<file path="src/rtl/spike_enc_pkg.sv">
// spike_enc_pkg: shared timing constants and FSM state type for the spike encoder controller
package spike_enc_pkg;
  localparam int TIME_PERIOD     = 16;
  localparam int TESTING_PERIOD  = 8;
  localparam int LOG_TIME_PERIOD = 4;
  localparam int NUM_SPIKES      = 4;
  localparam int TW              = LOG_TIME_PERIOD + 1;
  localparam logic [TW-1:0] NULL_T = {1'b1, {LOG_TIME_PERIOD{1'b0}}};
  typedef enum logic {IDLE, RUN} state_t;
endpackage

</file>
<file path="src/rtl/pixel_encoder.sv">
// pixel_encoder: maps one pixel intensity to a spike time; brighter pixels spike earlier
// ports: pixel (intensity in), spike_time (MSB set = no spike, else time step)
module pixel_encoder
  import spike_enc_pkg::*;
#(
  parameter int PIXW      = 8,
  parameter int ENC_SHIFT = 5,
  parameter int THRESH    = 32
) (
  input  logic [PIXW-1:0] pixel,
  output logic [TW-1:0]   spike_time
);
  localparam logic [PIXW-1:0] TMAX = PIXW'(TESTING_PERIOD - 1);
  logic [PIXW-1:0] t;
  logic [PIXW-1:0] tc;
  // ~pixel is (2^PIXW-1 - pixel)
  assign t  = ~pixel >> ENC_SHIFT;
  assign tc = (t > TMAX) ? TMAX : t;
  assign spike_time = (pixel < PIXW'(THRESH)) ? NULL_T : {1'b0, LOG_TIME_PERIOD'(tc)};
endmodule

</file>
<file path="src/rtl/spike_encoder_ctrl.sv">
// spike_encoder_ctrl: accepts pixel frames, encodes them to spike times and steps time through each frame
// ports: clk, rst_l (async active-low); in_valid/in_ready/in_pixels/in_training frame input;
//        time_val, spike_times, training, frame_start, frame_done, busy toward the layer
module spike_encoder_ctrl
  import spike_enc_pkg::*;
#(
  parameter int PIXW      = 8,
  parameter int ENC_SHIFT = 5,
  parameter int THRESH    = 32
) (
  input  logic                            clk,
  input  logic                            rst_l,
  input  logic                            in_valid,
  output logic                            in_ready,
  input  logic [NUM_SPIKES-1:0][PIXW-1:0] in_pixels,
  input  logic                            in_training,
  output logic [TW-1:0]                   time_val,
  output logic [NUM_SPIKES-1:0][TW-1:0]   spike_times,
  output logic                            training,
  output logic                            frame_start,
  output logic                            frame_done,
  output logic                            busy
);
  state_t state, state_n;
  logic [TW-1:0] time_n;
  logic [NUM_SPIKES-1:0][TW-1:0] enc;
  logic [NUM_SPIKES-1:0][TW-1:0] pend_times;
  logic pend_valid, pend_train;
  logic last, load, accept;
  for (genvar g = 0; g < NUM_SPIKES; g++) begin : g_enc
    pixel_encoder #(.PIXW(PIXW), .ENC_SHIFT(ENC_SHIFT), .THRESH(THRESH)) u_enc (
      .pixel(in_pixels[g]),
      .spike_time(enc[g])
    );
  end
  assign in_ready = !pend_valid;
  assign accept   = in_valid && !pend_valid;
  assign busy     = state == RUN;
  assign last     = busy && time_val == TW'((training ? TIME_PERIOD : TESTING_PERIOD) - 1);
  assign frame_start = busy && time_val == '0;
  assign frame_done  = last;
  // a pending frame starts either from IDLE or directly after the final step of the active one
  assign load = pend_valid && (state == IDLE || last);
  always_comb begin
    state_n = load ? RUN : (last ? IDLE : state);
    time_n  = load ? '0 : (busy && !last) ? time_val + 1'b1 : TW'(TIME_PERIOD - 1);
  end
  always_ff @(posedge clk or negedge rst_l) begin
    if (!rst_l) begin
      state    <= IDLE;
      time_val <= TW'(TIME_PERIOD - 1);
    end else begin
      state    <= state_n;
      time_val <= time_n;
    end
  end
  // pending buffer and active frame; load and accept are mutually exclusive through pend_valid
  always_ff @(posedge clk or negedge rst_l) begin
    if (!rst_l) begin
      pend_valid  <= 1'b0;
      pend_train  <= 1'b0;
      pend_times  <= {NUM_SPIKES{NULL_T}};
      spike_times <= {NUM_SPIKES{NULL_T}};
      training    <= 1'b0;
    end else begin
      pend_valid <= accept || (pend_valid && !load);
      if (accept) begin
        pend_times <= enc;
        pend_train <= in_training;
      end
      if (load) begin
        spike_times <= pend_times;
        training    <= pend_train;
      end else if (last) begin
        spike_times <= {NUM_SPIKES{NULL_T}};
        training    <= 1'b0;
      end
    end
  end
endmodule
</file>
<file path="config.mk">
export PLATFORM = sky130hd
export DESIGN_NAME = spike_encoder_ctrl
export DESIGN_NICKNAME = d
export VERILOG_FILES = /design/src/rtl/spike_enc_pkg.sv /design/src/rtl/pixel_encoder.sv /design/src/rtl/spike_encoder_ctrl.sv
export SDC_FILE = /design/constraint.sdc
export NUM_CORES = 1
export LEC_CHECK = 0
export BUFFER_PORTS_ARGS = -buffer_cell sky130_fd_sc_hd__buf_2
export CAP_MARGIN = 20
export CORE_MARGIN = 5
export CORE_UTILIZATION = 50
export CTS_CLUSTER_DIAMETER = 30
export DETAILED_ROUTE_END_ITERATION = 8
export PLACE_DENSITY_LB_ADDON = 0.15
export SYNTH_ARGS = -nofsm -noshare
export SYNTH_HDL_FRONTEND = slang
export SYNTH_HIERARCHICAL = 1
export SYNTH_SLANG_ARGS = --single-unit
</file>
<file path="constraint.sdc">
create_clock -name clk -period 4.9 [get_ports clk]
set_input_delay 0.245 -clock clk [delete_from_list [all_inputs] [get_ports clk]]
set_output_delay 0.245 -clock clk [all_outputs]
set_load 0.01 [all_outputs]
</file>
Word-level counts from Yosys, hierarchy flattened. Cells that the tools add are included.

Register bits after elaboration: 49. Bits of input ports: 36. Logic and storage cells: 58.

$add $sub $neg: 2. $lt $le $gt $ge: 8. Equal/unequal tests: 1. Muxes and demuxes: 16. Bitwise operators: 5. Reductions and logical operators: 13.

Operators by type and width (count): 20-bit two-way mux (2); 5-bit two-way mux (7); 8-bit by 6-bit < comparator with 1-bit output (second input constant) (4); 8-bit inverter (4); 3-bit greater-than comparator (second input constant) (4); 3-bit two-way mux (4); 1-bit logical AND (6); 5-bit by 1-bit adder with 5-bit output (second input constant) (1); 5-bit == test (1); 5-bit logical NOT (1); 5-bit by 1-bit subtractor with 5-bit output (second input constant) (1); 1-bit logical NOT (3); 1-bit two-way mux (3); 1-bit logical OR (2); 2-bit nonzero test (1); 1-bit inverter (1).

Longest topological paths before layout.
Depth in word-level cells: 9. Depth in mapped cells: 6.

By module. The synthesis kept the hierarchy.

By module, submodules not included: spike_encoder_ctrl (times used 1, cells each 187, area each 2279.7 µm²); pixel_encoder (times used 4, cells each 6, area each 46.3 µm²).

Worst setup path before layout. No wires, ideal clock.

Kind: register to register. Start: reg time_val[0]. End: reg spike_times[0] (netlist name). Library setup time: 126 ps. Arrival time: 1689 ps. Data required time: 4774 ps. Slack: 3085 ps. Cell stages (with the launch flop): 7. Period minus slack after synthesis: 1815 ps. Cell sequence: dfstp_2 > ha_1 > nand2_1 > o31a_1 > buf_6 > buf_8 > a221o_1.

Word-level cells in the longest chain between the ends: 5.

Ends and longest elaborated chain: start, declared (RTL line spike_encoder_ctrl.sv:17) `output logic [TW-1:0] time_val,`; start signal, assigned (RTL line spike_encoder_ctrl.sv:51) `time_val <= TW'(TIME_PERIOD - 1);`; start signal, assigned (RTL line spike_encoder_ctrl.sv:54) `time_val <= time_n;`; 5-bit == test (*) (RTL line spike_encoder_ctrl.sv:39) `assign last = busy && time_val == TW'((training ? TIME_PERIOD : TESTING_PERIOD) - 1);`; 1-bit logical AND (*) (RTL line spike_encoder_ctrl.sv:39); 1-bit logical OR (RTL line spike_encoder_ctrl.sv:43) `assign load = pend_valid && (state == IDLE || last);`; 1-bit logical AND (RTL line spike_encoder_ctrl.sv:43); 20-bit two-way mux or 2-bit nonzero test (tied branches); end signal, assigned (RTL line spike_encoder_ctrl.sv:63) `spike_times <= {NUM_SPIKES{NULL_T}};`; end signal, assigned (RTL line spike_encoder_ctrl.sv:72) `spike_times <= pend_times;`; end signal, assigned (RTL line spike_encoder_ctrl.sv:75) `spike_times <= {NUM_SPIKES{NULL_T}};`; end, declared (RTL line spike_encoder_ctrl.sv:18) `output logic [NUM_SPIKES-1:0][TW-1:0] spike_times,`.

Mark *: on every way between the ends. The rest lies on a longest branch, timed or not. A chain may end at the register's enable or synchronous reset.

Worst setup path in the final report.
Start: reg time_val[0]. End: reg spike_times[7] (netlist name).

The elaborated chain is that of the path after synthesis.

==> results_dict.tcl <==
set metrics [dict create \
    synth_top_family_by_area "compound AO/OA/AOI/OAI gates" \
    critPathLaunchType "flop" \
    final_cell_mix "buf_2 (45), dfrtp_1 (37), mux2i_1 (20)" \
    syn_area_um2 2460 \
    firstDrtPassIters 4 \
    syn-num-nets 249 \
    cts.sinks 49 \
    ff2ff_setup_slack_ns 2.70 \
    postSynthAreaPerCell_um2 11.7 \
    finalClockSkew_ns 0.00934 \
    die_area_um2 6430 \
    core_um2 4750 \
    hold_violations 0 \
    required_ns 5.14 \
    final_cell_area_um2 2820 \
    hold_ws_ns 0.0273 \
    maxCapViolCount 0 \
    cts_buffer_depth 2 \
    htreeDepth 2 \
    layout_setup_ws_ns 2.70 \
    synth-adder-area-share_pct 1.02 \
    ctsHoldBuffers 0 \
    maxSlewViolCount 0 \
    drt_iter0_markers 108 \
    drc_errors 0 \
    dpl-instance-area_um2 2700 \
    hpwl_um 3020 \
    p_leak_nw 1.41 \
    io_buffers 45 \
    synth-simple-area-share_pct 7.82 \
    synth-seq-cells 49 \
    vias 1702 \
    mostFrequentLayoutCell "buf_2" \
    wl_per_cell_um 15.1 \
    area_delta_synth_final_pct 14.2 \
    antenna_cells 0 \
    async_reset_ff_share_pct 100 \
    die_h_um 80.2 \
    fin_crit_ns 2.20 \
    die_width_um 80.2 \
    cts_buffers 5 \
    cts_tree "yes" \
    fin_crit_sh_pct 44.8 \
    grt_start_max_net_pins 50 \
    synth-main-ff-cell "dfrtp_1" \
    end_kind "flop" \
    r2r_end "spike_times[7]" \
    stdcell_count 318 \
    clkTransAtPathRegs_ns 0.09 \
    dp.cells 310 \
    wl_um 4820 \
    grt_pass1_vias 1639 \
    antenna_found_initial 0 \
    drive_gt1_share_pct 36.3 \
    setup.worst_path.class "reg2reg" \
    synthMuxAreaShare_pct 16.3 \
    slowest_delay_ns 0.71 \
    cts_resized 0 \
    fin_setup_tns_ns 0 \
    status "finished clean" \
    total_power_mw 1.72 \
    clockRootBuffer "clkbuf_8" \
    globalRoute.totalOverflow 0 \
    ys_seq_area_share_pct 50.4 \
    fin_util_pct 59.2 \
    ant_nets 0 \
    maxSlewHeadroom_pct 35.3 \
    critPathArrivalTime_ns 2.44 \
    synth_edf_count 0 \
    postCtsSetupBuffers 0 \
    crit_slowest_cell "nor4_2" \
    synth_cells 211 \
    initial_core_util_pct 51.8 \
    synth_compound_area_share_pct 16.4 \
    fmax_mhz 455 \
    cp_max_fo 12 \
    min_path_type "in2async" \
    tightestPinTransition_ns 0.971 \
    ioPinCount 66 \
    rsz0062_at_grt "no" \
    r2r-start "time_val[0]" \
    yosys_warnings 6 \
    r2r_cells 5 \
    grt_pass1_wl_um 7870 \
    fin_nets 288 \
    grt_use_total_pct 15.9 \
    setup_viol 0 \
    ys_types 33 \
    rows 25 \
    synth_xor_xnor_area_share_pct 1.07 \
    powerDensity_nw_per_um2 611 \
    vias_per_cell 5.35 \
    irDropWorstVdd_uv 277 \
    gp_congestion 0.723 \
    place_ws_ns 2.71 \
    clk_latency_ns 0.30 \
    crit_chain "ha_1, nand2_1, nor4_2, buf_4, a221o_1" \
]
## critical path: cells and delay by family, from the launching register on
| family | cells | cell delay, ns |
|---|---|---|
| AND/OR/NAND/NOR | 2 | 0.83 |
| flip-flops | 1 | 0.57 |
| adder cells (fa/ha/maj) | 1 | 0.20 |
| AO/OA/AOI/OAI | 1 | 0.17 |
| buffers and inverters | 1 | 0.35 |
## routing by layer
layer | wire length, um | vias to the layer above | track usage, % | share of wire (%)
li1 | - | 824 | - | -
met5 | 0 | - | 0 | 0
met1 | 2310 | 846 | 21.0 | 48
met3 | 203 | 2 | 4.71 | 4.2
met2 | 2270 | 30 | 25.1 | 47
met4 | 31 | 0 | 4.90 | 0.64
## sequential cells by signal (all words and copies together), names as in the netlist
register	cells
pend_train	1
pend_valid	1
time_val	5
training	1
pend_times	20
spike_times	20
busy	1
## how the worst max path moves through the flow
stage                            from              to  slack, ns  cells past startpoint
after CTS                 time_val[0]  spike_times[7]       2.70                      5
final                     time_val[0]  spike_times[7]       2.70                      5
after global routing      time_val[0]  spike_times[8]       2.58                      5
after global placement    time_val[0]  spike_times[5]       2.71                      5
after floorplan           time_val[0]  spike_times[0]       3.09                      6
after detailed placement  time_val[0]  spike_times[7]       2.71                      5
## area by class of cell
type / instances / area, um^2
fill: 429 / 1940
sequential: 49 / 1240
multi-input combinational: 133 / 1070
timing repair buffer: 50 / 263
tap: 67 / 83.8
clock buffer: 6 / 72.6
inverter: 11 / 41.3
clock inverter: 2 / 38.8
## synth_stat cells (2+ instances only)
cell type / number / share of area [%]
a211oi_1: 4 / 1.2
nand3_1: 2 / 0.41
o21ai_0: 4 / 0.81
a221o_1: 16 / 6.5
mux2_2: 18 / 8.2
xor2_1: 2 / 0.71
nor4_1: 2 / 0.51
ha_1: 2 / 1.0
nor2_1: 18 / 2.7
mux2i_1: 20 / 8.1
conb_1: 4 / 0.61
clkbuf_1: 5 / 0.76
o21ba_1: 12 / 4.9
and2_1: 4 / 1.0
nor3_1: 4 / 0.81
nor2b_1: 2 / 0.51
inv_1: 11 / 1.7
a221oi_1: 3 / 1.1
buf_4: 4 / 1.2
nand2_1: 8 / 1.2
buf_2: 6 / 1.2
buf_6: 2 / 0.91
dfrtp_1: 37 / 38
dfstp_2: 12 / 13
## report_power, final
group	leakage, nW	switching [mW]	internal (mW)
Sequential	0.585	0.155	0.616
Combinational	0.771	0.322	0.341
Clock	0.0554	0.133	0.153
## kinds of logic (layout without fill, tap and decap cells)
group | count (synthesis) | after routing
flops | 49 | 49
other cells | 4 | 4
xor+xnor | 3 | 3
compound gates | 44 | 44
fa+ha+maj | 2 | 2
simple gates | 42 | 42
mux | 38 | 38
buf+inv | 29 | 69
Note: power is estimated with default switching activity, not from simulation.
